File: src/rtl/sfsm_flash_rd_if.sv
// Port bundle between the sfsm configuration loader, the read sequencer and the SPI flash pins.
// The slave modport is the sequencer's view; the master modport is the view from outside the sequencer.
interface sfsm_flash_rd_if #(
    parameter int ADDR_W = 16
);
    logic              req;
    logic [ADDR_W-1:0] addr;
    logic [2:0]        len;
    logic              abort;
    logic              busy;
    logic              dvalid;
    logic [7:0]        ddata;
    logic              dlast;
    logic              cs;
    logic              dout;
    logic              din;

    modport master (
        output req, addr, len, abort, din,
        input  busy, dvalid, ddata, dlast, cs, dout
    );

    modport slave (
        input  req, addr, len, abort, din,
        output busy, dvalid, ddata, dlast, cs, dout
    );
endinterface

File: src/rtl/sfsm_flash_rd.sv
// Serial-flash READ (0x03) sequencer: sends the command and a 24-bit address, then collects
// a 1..8 byte burst MSB first and hands each byte to the sfsm configuration loader.
module sfsm_flash_rd #(
    parameter int ADDR_W = 16
) (
    input  logic           clk,
    input  logic           rst,
    sfsm_flash_rd_if.slave bus
);

    typedef enum logic [1:0] {
        ST_IDLE = 2'd0,
        ST_HDR  = 2'd1,
        ST_DATA = 2'd2,
        ST_GAP  = 2'd3
    } state_t;

    state_t            state_r;
    state_t            state_nxt_s;

    logic [ADDR_W-1:0] addr_s;
    logic [23:0]       addr24_s;
    logic [31:0]       hdr_sr_r;
    logic [4:0]        bit_cnt_r;
    logic [2:0]        byte_cnt_r;
    logic [2:0]        len_r;
    logic [6:0]        rx_sr_r;
    logic [7:0]        byte_s;
    logic              hdr_done_s;
    logic              byte_done_s;
    logic              last_s;

    logic              cs_r;
    logic              busy_r;
    logic              dvalid_r;
    logic              dlast_r;
    logic [7:0]        ddata_r;
    logic              cs_nxt_s;
    logic              busy_nxt_s;
    logic              dvalid_nxt_s;
    logic              dlast_nxt_s;
    logic [7:0]        ddata_nxt_s;

    // Command byte followed by the zero-extended start address, MSB first on the wire.
    function automatic logic [31:0] read_frame(input logic [23:0] a);
        return {8'h03, a};
    endfunction

    assign addr_s      = bus.addr;
    assign addr24_s    = 24'(addr_s);
    assign byte_s      = {rx_sr_r, bus.din};
    assign hdr_done_s  = (bit_cnt_r == 5'd31);
    assign byte_done_s = (bit_cnt_r[2:0] == 3'd7);
    assign last_s      = byte_done_s && (byte_cnt_r == len_r);

    // State register.
    always_ff @(posedge clk or negedge rst) begin
        if (!rst) begin
            state_r <= ST_IDLE;
        end else begin
            state_r <= state_nxt_s;
        end
    end

    // Next-state logic; a final sample coinciding with abort still completes normally.
    always_comb begin
        state_nxt_s = state_r;
        case (state_r)
            ST_IDLE: begin
                if (bus.req) begin
                    state_nxt_s = ST_HDR;
                end else begin
                    state_nxt_s = ST_IDLE;
                end
            end
            ST_HDR: begin
                if (bus.abort) begin
                    state_nxt_s = ST_GAP;
                end else if (hdr_done_s) begin
                    state_nxt_s = ST_DATA;
                end else begin
                    state_nxt_s = ST_HDR;
                end
            end
            ST_DATA: begin
                if (last_s || bus.abort) begin
                    state_nxt_s = ST_GAP;
                end else begin
                    state_nxt_s = ST_DATA;
                end
            end
            ST_GAP: begin
                state_nxt_s = ST_IDLE;
            end
            default: begin
                state_nxt_s = ST_IDLE;
            end
        endcase
    end

    // Header shifter, bit/byte counters and receive shifter.
    always_ff @(posedge clk or negedge rst) begin
        if (!rst) begin
            hdr_sr_r   <= 32'd0;
            bit_cnt_r  <= 5'd0;
            byte_cnt_r <= 3'd0;
            len_r      <= 3'd0;
            rx_sr_r    <= 7'd0;
        end else begin
            case (state_r)
                ST_IDLE: begin
                    bit_cnt_r  <= 5'd0;
                    byte_cnt_r <= 3'd0;
                    rx_sr_r    <= 7'd0;
                    if (bus.req) begin
                        hdr_sr_r <= read_frame(addr24_s);
                        len_r    <= bus.len;
                    end else begin
                        hdr_sr_r <= 32'd0;
                        len_r    <= len_r;
                    end
                end
                ST_HDR: begin
                    // Zeros shift in behind the frame, so dout idles low once the header is out.
                    if (bus.abort) begin
                        hdr_sr_r  <= 32'd0;
                        bit_cnt_r <= 5'd0;
                    end else begin
                        hdr_sr_r  <= {hdr_sr_r[30:0], 1'b0};
                        bit_cnt_r <= hdr_done_s ? 5'd0 : (bit_cnt_r + 5'd1);
                    end
                end
                ST_DATA: begin
                    rx_sr_r   <= byte_s[6:0];
                    bit_cnt_r <= bit_cnt_r + 5'd1;
                    if (byte_done_s) begin
                        byte_cnt_r <= byte_cnt_r + 3'd1;
                    end else begin
                        byte_cnt_r <= byte_cnt_r;
                    end
                end
                default: begin
                    hdr_sr_r   <= 32'd0;
                    bit_cnt_r  <= 5'd0;
                    byte_cnt_r <= 3'd0;
                    rx_sr_r    <= 7'd0;
                end
            endcase
        end
    end

    // Output decode: next values of the registered pins and the consumer strobe.
    always_comb begin
        cs_nxt_s     = 1'b1;
        busy_nxt_s   = 1'b0;
        dvalid_nxt_s = 1'b0;
        dlast_nxt_s  = 1'b0;
        ddata_nxt_s  = ddata_r;
        if ((state_nxt_s == ST_HDR) || (state_nxt_s == ST_DATA)) begin
            cs_nxt_s = 1'b0;
        end else begin
            cs_nxt_s = 1'b1;
        end
        if (state_nxt_s != ST_IDLE) begin
            busy_nxt_s = 1'b1;
        end else begin
            busy_nxt_s = 1'b0;
        end
        // An abort drops a byte completing on the same edge unless it is the last one.
        if ((state_r == ST_DATA) && byte_done_s && (last_s || !bus.abort)) begin
            dvalid_nxt_s = 1'b1;
            dlast_nxt_s  = last_s;
            ddata_nxt_s  = byte_s;
        end else begin
            dvalid_nxt_s = 1'b0;
            dlast_nxt_s  = 1'b0;
            ddata_nxt_s  = ddata_r;
        end
    end

    // Output registers.
    always_ff @(posedge clk or negedge rst) begin
        if (!rst) begin
            cs_r     <= 1'b1;
            busy_r   <= 1'b0;
            dvalid_r <= 1'b0;
            dlast_r  <= 1'b0;
            ddata_r  <= 8'd0;
        end else begin
            cs_r     <= cs_nxt_s;
            busy_r   <= busy_nxt_s;
            dvalid_r <= dvalid_nxt_s;
            dlast_r  <= dlast_nxt_s;
            ddata_r  <= ddata_nxt_s;
        end
    end

    assign bus.cs     = cs_r;
    assign bus.dout   = hdr_sr_r[31];
    assign bus.busy   = busy_r;
    assign bus.dvalid = dvalid_r;
    assign bus.dlast  = dlast_r;
    assign bus.ddata  = ddata_r;

endmodule

File: src/flat_wrapper.sv
// flat-port wrapper written by rule: the top's interface ports become plain ports
module sfsm_flash_rd_flat 
#(
    parameter int ADDR_W = 16
)
  (clk, rst, bus_req, bus_addr, bus_len, bus_abort, bus_din, bus_busy, bus_dvalid, bus_ddata, bus_dlast, bus_cs, bus_dout);
  sfsm_flash_rd_if #(.ADDR_W(ADDR_W)) bus_i ();
  input  logic clk;
  input  logic rst;
  input wire logic [$bits(bus_i.req)-1:0] bus_req;
  input wire logic [$bits(bus_i.addr)-1:0] bus_addr;
  input wire logic [$bits(bus_i.len)-1:0] bus_len;
  input wire logic [$bits(bus_i.abort)-1:0] bus_abort;
  input wire logic [$bits(bus_i.din)-1:0] bus_din;
  output wire logic [$bits(bus_i.busy)-1:0] bus_busy;
  output wire logic [$bits(bus_i.dvalid)-1:0] bus_dvalid;
  output wire logic [$bits(bus_i.ddata)-1:0] bus_ddata;
  output wire logic [$bits(bus_i.dlast)-1:0] bus_dlast;
  output wire logic [$bits(bus_i.cs)-1:0] bus_cs;
  output wire logic [$bits(bus_i.dout)-1:0] bus_dout;
  assign bus_i.req = bus_req;
  assign bus_i.addr = bus_addr;
  assign bus_i.len = bus_len;
  assign bus_i.abort = bus_abort;
  assign bus_i.din = bus_din;
  assign bus_busy = bus_i.busy;
  assign bus_dvalid = bus_i.dvalid;
  assign bus_ddata = bus_i.ddata;
  assign bus_dlast = bus_i.dlast;
  assign bus_cs = bus_i.cs;
  assign bus_dout = bus_i.dout;
  sfsm_flash_rd #(.ADDR_W(ADDR_W)) u_core (.clk(clk), .rst(rst), .bus(bus_i));
endmodule
File: config.mk
export PLATFORM = sky130hd
export DESIGN_NAME = sfsm_flash_rd_flat
export DESIGN_NICKNAME = d
export VERILOG_FILES = /design/src/rtl/sfsm_flash_rd_if.sv /design/src/rtl/sfsm_flash_rd.sv /design/src/flat_wrapper.sv
export SDC_FILE = /design/constraint.sdc
export NUM_CORES = 1
export LEC_CHECK = 0
export CORE_ASPECT_RATIO = 1.5
export CORE_MARGIN = 10
export CORE_UTILIZATION = 40
export CTS_BUF_LIST = sky130_fd_sc_hd__clkbuf_4 sky130_fd_sc_hd__clkbuf_8
export DETAILED_ROUTE_END_ITERATION = 10
export SLEW_MARGIN = 20
export SYNTH_ARGS = -nofsm -noshare
export SYNTH_HDL_FRONTEND = slang
export SYNTH_SLANG_ARGS = --single-unit
File: constraint.sdc
create_clock -name clk -period 2.5 [get_ports clk]
set_input_delay 0.75 -clock clk [delete_from_list [all_inputs] [get_ports clk]]
set_output_delay 0.75 -clock clk [all_outputs]
set_load 0.01 [all_outputs]
== Yosys cells after proc, flatten, opt, wreduce, memory -nomap -nowiden ==
Index checks and enable logic that the tools add are counted.

* Register bits: 64
* Output and inout port bits: 13
* Word-level logic and storage cells: 52

* Add/sub/neg operators: 2
* Equal/unequal tests: 9
* Mux-type cells: 18
* Bitwise gates (word level): 1
* Reductions and logical operators: 11

{| class="wikitable"
|+ Operator list
! operator !! number
|-
| case mux 32 bit (3 select lines) || 1
|-
| 2-to-1 mux 32 bit || 1
|-
| 2-to-1 mux 26 bit || 1
|-
| case mux 7 bit (2 select lines) || 1
|-
| 2-to-1 mux 5 bit || 2
|-
| case mux 5 bit (2 select lines) || 1
|-
| case mux 2 bit (4 select lines) || 1
|-
| equality test 2 bit (second input constant) || 3
|-
| 2-to-1 mux 1 bit || 6
|-
| case mux 3 bit (2 select lines) || 1
|-
| adder 5 x 1 -> 5 bit (second input constant) || 1
|-
| equality test 5 bit (second input constant) || 1
|-
| equality test 2 x 1 -> 1 bit (second input constant) || 2
|-
| 2-to-1 mux 2 bit || 2
|-
| AND reduction 2 bit || 2
|-
| adder 3 x 1 -> 3 bit (second input constant) || 1
|-
| equality test 3 bit || 1
|-
| equality test 3 bit (second input constant) || 1
|-
| logical AND 1 bit || 3
|-
| logical OR 1 bit || 3
|-
| 2-to-1 mux 3 bit || 1
|-
| logical NOT 2 bit || 1
|-
| != test 2 x 1 -> 1 bit (second input constant) || 1
|-
| nonzero test 2 bit || 1
|-
| other kinds (2) || 2
|}

== Longest topological paths before layout ==
* Depth after elaboration: 8
* Mapped depth: 9
* Gate-level depth less buffers: 7

== Least setup slack after synthesis ==
Ideal clock, no wire load.

* Path type: flip-flop to flip-flop
* From: register u_core.bit_cnt_r[0]
* To: register u_core.cs_r (netlist: u_core.bus.cs)
* Setup time: 0.058 ns
* Arrival time: 1.730 ns
* Path slack: 0.711 ns
* Stages on the path, launching flop included: 9
* Path through: dfrtp_1 ha_1 ha_1 buf_2 nand2_1 nor4_1 o31ai_1 ha_1 inv_1

* Longest elaborated chain between the ends: 8

{| class="wikitable"
|+ RTL lines
! item !! line !! RTL
|-
| start, declared || sfsm_flash_rd.sv:24 || <nowiki>logic [4:0] bit_cnt_r;</nowiki>
|-
| start signal, assigned || sfsm_flash_rd.sv:130 || <nowiki>bit_cnt_r <= hdr_done_s ? 5'd0 : (bit_cnt_r + 5'd1);</nowiki>
|-
| start signal, assigned || sfsm_flash_rd.sv:135 || <nowiki>bit_cnt_r <= bit_cnt_r + 5'd1;</nowiki>
|-
| equality test 3 bit || sfsm_flash_rd.sv:53 || <nowiki>assign byte_done_s = (bit_cnt_r[2:0] == 3'd7);</nowiki>
|-
| logical AND 1 bit || sfsm_flash_rd.sv:54 || <nowiki>assign last_s = byte_done_s && (byte_cnt_r == len_r);</nowiki>
|-
| logical OR 1 bit || sfsm_flash_rd.sv:86 || <nowiki>if (last_s || bus.abort) begin</nowiki>
|-
| 2-to-1 mux 1 bit || sfsm_flash_rd.sv:86 ||
|-
| case mux 2 bit (4 select lines) (*) || sfsm_flash_rd.sv:68 || <nowiki>case (state_r)</nowiki>
|-
| equality test 2 x 1 -> 1 bit or equality test 2 bit (tied branches) || sfsm_flash_rd.sv:159 || <nowiki>if ((state_nxt_s == ST_HDR) || (state_nxt_s == ST_DATA)) begin</nowiki>
|-
| logical OR 1 bit (*) || sfsm_flash_rd.sv:159 ||
|-
| 2-to-1 mux 1 bit (*) || sfsm_flash_rd.sv:159 ||
|-
| named net u_core.cs_nxt_s || sfsm_flash_rd.sv:38 || <nowiki>logic cs_nxt_s;</nowiki>
|-
| end signal, assigned || sfsm_flash_rd.sv:190 || <nowiki>cs_r <= cs_nxt_s;</nowiki>
|-
| end, declared || sfsm_flash_rd.sv:33 || <nowiki>logic cs_r;</nowiki>
|}

Mark *: on every way through the listed nets, which the timed path passes. The rest lies on a longest branch.
A chain may end at the register's enable or synchronous reset.

== Final worst setup path ==
* From: register u_core.cs_r (netlist: u_core.bus.cs)
* To: output port bus_cs

{| class="wikitable"
|+ RTL lines
! item !! line !! RTL
|-
| end, declared || flat_wrapper.sv:19 || <nowiki>output wire logic [$bits(bus_i.cs)-1:0] bus_cs;</nowiki>
|}

No word-level cell between the ends.

==> flow_metrics.py <==
metrics = {
    "die": {
        "core_area_um2": 7320,
        "dieWidth_um": 91.1,
        "std_cell_rows": 38,
        "start_util": 0.415,
        "chipHeight_um": 127,
        "floorplan.die_area_um2": 11500,
        "ios": 37,
    },
    "pwr": {
        "power-per-cell-area_nw_per_um2": 892,
        "power.static_leakage_nw": 1.61,
        "peakVddDrop_v": 0.000409,
        "report.power.total_mw": 3.36,
    },
    "detailed_routing": {
        "ant_nets": 0,
        "drtPass1Iterations": 4,
        "finalWirelength_mm": 6.66,
        "via_count": 2386,
        "wl_per_cell_um": 14.9,
        "vias_per_cell": 5.33,
        "drt_first_iter_violations": 153,
        "post-route-drc-count": 0,
    },
    "global_routing": {
        "maximum_number_of_pins_on_one_net_before_global_route_repair": 65,
        "global_route_wire_length_before_repair_mm": 11.5,
        "groute.usage.overall": 0.120,
        "number_of_global_route_vias_before_repair": 2367,
        "number_of_antenna_violations_at_the_first_check_in_global_routing": 0,
        "globalRoute.totalOverflow": 0,
    },
    "sta": {
        "report.final.setup_viol": 0,
        "setup_tns_ns": 0,
        "finalCriticalPeriod_ns": 2.13,
        "slew_violations": 0,
        "transition_time_at_the_pin_with_the_least_slew_margin_ns": 0.712,
        "whs_ns": 0.407,
        "maxSlewHeadroom": 0.521,
        "timing_hold_violations_final": 0,
        "achievable-frequency_ghz": 0.469,
        "final_worst_path_cycle_share": 0.852,
        "timing.clock.skew_ns": 0.00895,
        "rsz0062_at_grt": "no",
    },
    "finish": {
        "num_antenna_cells": 0,
        "nNetsFinal": 375,
        "syn2layout_area_growth_pct": 24.2,
        "drive_above_1_share": 0.112,
        "layout.cells.non_filler": 448,
        "fillers": 726,
        "postLayoutCoreUtil": 0.515,
    },
    "logic_synthesis": {
        "synth.largest_area_cell": "dfrtp_1",
        "synth-seq-cells": 64,
        "ys_top_cells_by_area": "dfrtp_1 (52%), o21ai_0 (6.4%), nand2_1 (6.3%), a22oi_1 (3.7%), ha_1 (3.3%)",
        "yosys-mux-area-fraction": 0.0111,
        "synth_xor_area_frac": 0.0140,
        "synth_top_area_frac": 0.519,
        "postSynthAreaPerCell_um2": 9.89,
        "net_count_after_synthesis": 339,
        "synth-compound-area-share": 0.182,
        "yosysSeqAreaShare": 0.528,
        "synthSimpleGateAreaFrac": 0.179,
        "dominant_combinational_cell_family_by_area_after_synthesis": "compound AO/OA/AOI/OAI gates",
        "synth_adder_area_share": 0.0330,
        "synth.cell_area_um2": 3040,
        "synthesis.instances": 307,
        "synthDistinctLibCells": 35,
        "ys_warn_count": 0,
    },
    "clock_network": {
        "cts_tree": "yes",
        "post_cts.resized_instances": 0,
        "postCtsSetupBuffers": 0,
        "clock-root-buffer": "clkbuf_8",
        "clock_tree.buffer_depth": 2,
        "clkLatencyLatePin_ns": 0.34,
        "cts_hold_buf": 0,
        "cts-buffers-inserted": 9,
        "cts-htree-levels": 3,
        "cts.clk_slew.worst_paths_ns": 0.06,
        "tritoncts_num_sinks": 64,
    },
    "placed_design": {
        "dp.final_hpwl_mm": 4.47,
        "gp_congestion": 0.734,
        "numPortBuffers": 36,
        "placed_cells_incl_taps": 432,
    },
    "setup_path": {
        "critical_path_fanouts_max": 1,
        "crit_buf_inv": 1,
        "worst-r2r-setup-slack_ns": 0.44,
        "critical_path.endpoint_type": "primary output",
        "critPathArrivalTime_ns": 1.38,
        "cp_top_family": "buffers and inverters",
        "crit_slowest_cell": "clkdlybuf4s50_1",
        "max_stage_delay_ns": 0.53,
        "crit_path_cell_trace": "clkdlybuf4s50_1",
        "worstSetupPathType": "flip-flop to primary output",
        "critPathLaunchType": "flip-flop",
        "required_ns": 1.75,
    },
    "worst_hold_path": {
        "holdCritPathClass": "input port to async pin",
    },
    "status": {
        "status": "finished, final reports clean",
    },
    "job": {
        "cap_viol_max_count": 0,
    },
}
## layout by cell type (no fill, tap or decap), types with 2 or more instances in the layout
master,synthesis,routed
a21oi_1,6,6
a221oi_1,8,8
a22o_1,7,7
a22oi_1,15,15
and2_1,9,9
and4b_1,8,8
buf_12,0,3
buf_4,0,12
bufinv_16,0,2
clkbuf_4,0,3
clkbuf_8,0,10
clkdlybuf4s50_1,0,35
dfrtp_1,63,63
ha_1,8,7
inv_1,9,9
mux2_2,3,3
nand2_1,51,51
nand3_1,18,18
nor2_1,4,4
nor2b_1,3,2
o21ai_0,39,39
o21ai_1,4,4
o31ai_1,2,2
or4_1,8,8
xor2_1,3,3
## logic make-up after synthesis
kind of cell,after synthesis
buffers and inverters,35
DFF,64
xor gates and xnor gates,4
muxes,3
adders and majority gates,8
AOI/OAI and AO/OA,87
and+or+nand+nor,106
## cells in the mapped netlist, drive strengths merged
cell     n
and4b    8
o21ai   43
buf     13
nor2     4
o31a     1
clkbuf  13
dfrtp   63
o22ai    1
ha       8
nand2b   1
dfstp    1
mux2     3
a22o     7
a22oi   15
and2     9
nor3b    1
o21bai   1
nor4     1
inv      9
or3      1
o31ai    2
a21boi   1
xor2     4
o211ai   1
nor2b    3
a221oi   8
o211a    1
nand2   51
nand3   18
a21oi    6
and3     1
or4      8
## through the flow
stage          setup WS, ns  area [um^2]
4_1_cts               0.334         3770
5_1_grt               0.332         3770
2_1_floorplan         0.711         3040
3_3_place_gp          0.322         3540
3_5_place_dp          0.278         3540
6_report              0.370         3770
## worst paths after layout
check,cells after the start,to,from
hold / removal,2,u_core.bus.ddata[1],rst
hold reg to reg,1,u_core.bit_cnt_r[0],u_core.bit_cnt_r[0]
max in group asynchronous,2,u_core.bus.cs,rst
setup / recovery,1,bus_cs,u_core.bus.cs
min in group clk,1,u_core.bit_cnt_r[0],u_core.bit_cnt_r[0]
setup reg to reg,7,u_core.bus.cs,u_core.bit_cnt_r[0]
## flip-flops by register name, summed over array words and instances, names as in the netlist
| name | flops |
|---|---|
| u_core.state_r | 2 |
| u_core.bus.dlast | 1 |
| u_core.bit_cnt_r | 5 |
| u_core.rx_sr_r | 7 |
| u_core.bus.dvalid | 1 |
| u_core.bus.busy | 1 |
| u_core.bus.cs | 1 |
| u_core.byte_cnt_r | 3 |
| u_core.len_r | 3 |
| u_core.bus.ddata | 8 |
| u_core.hdr_sr_r | 32 |
## power by group
group          switching, mW  total, mW  leakage, nW  internal, mW
clock                  0.389       1.01        0.118         0.621
combinational          0.653       1.05        0.665         0.397
sequential             0.101       1.30        0.830          1.20
total                   1.14       3.36         1.61          2.22
## layout make-up
cell class / instances / area [um^2] / share of cell area
clock buffer: 13 / 160 / 0.0425
clock inverter: 3 / 65.1 / 0.0173
inverter: 9 / 33.8 / 0.00896
multi-input combinational: 208 / 1280 / 0.339
sequential: 64 / 1600 / 0.425
tap: 100 / 125 / 0.0332
timing repair buffer: 51 / 505 / 0.134
## per-layer routing
layer / track usage / part of all wire / vias up
met5: 0 / 0 / -
met4: 0.0629 / 0.022 / 0
met3: 0.0390 / 0.048 / 13
met2: 0.194 / 0.48 / 56
met1: 0.140 / 0.45 / 1153
li1: - / - / 1164
No activity file was read; power rests on OpenSTA's default activity.
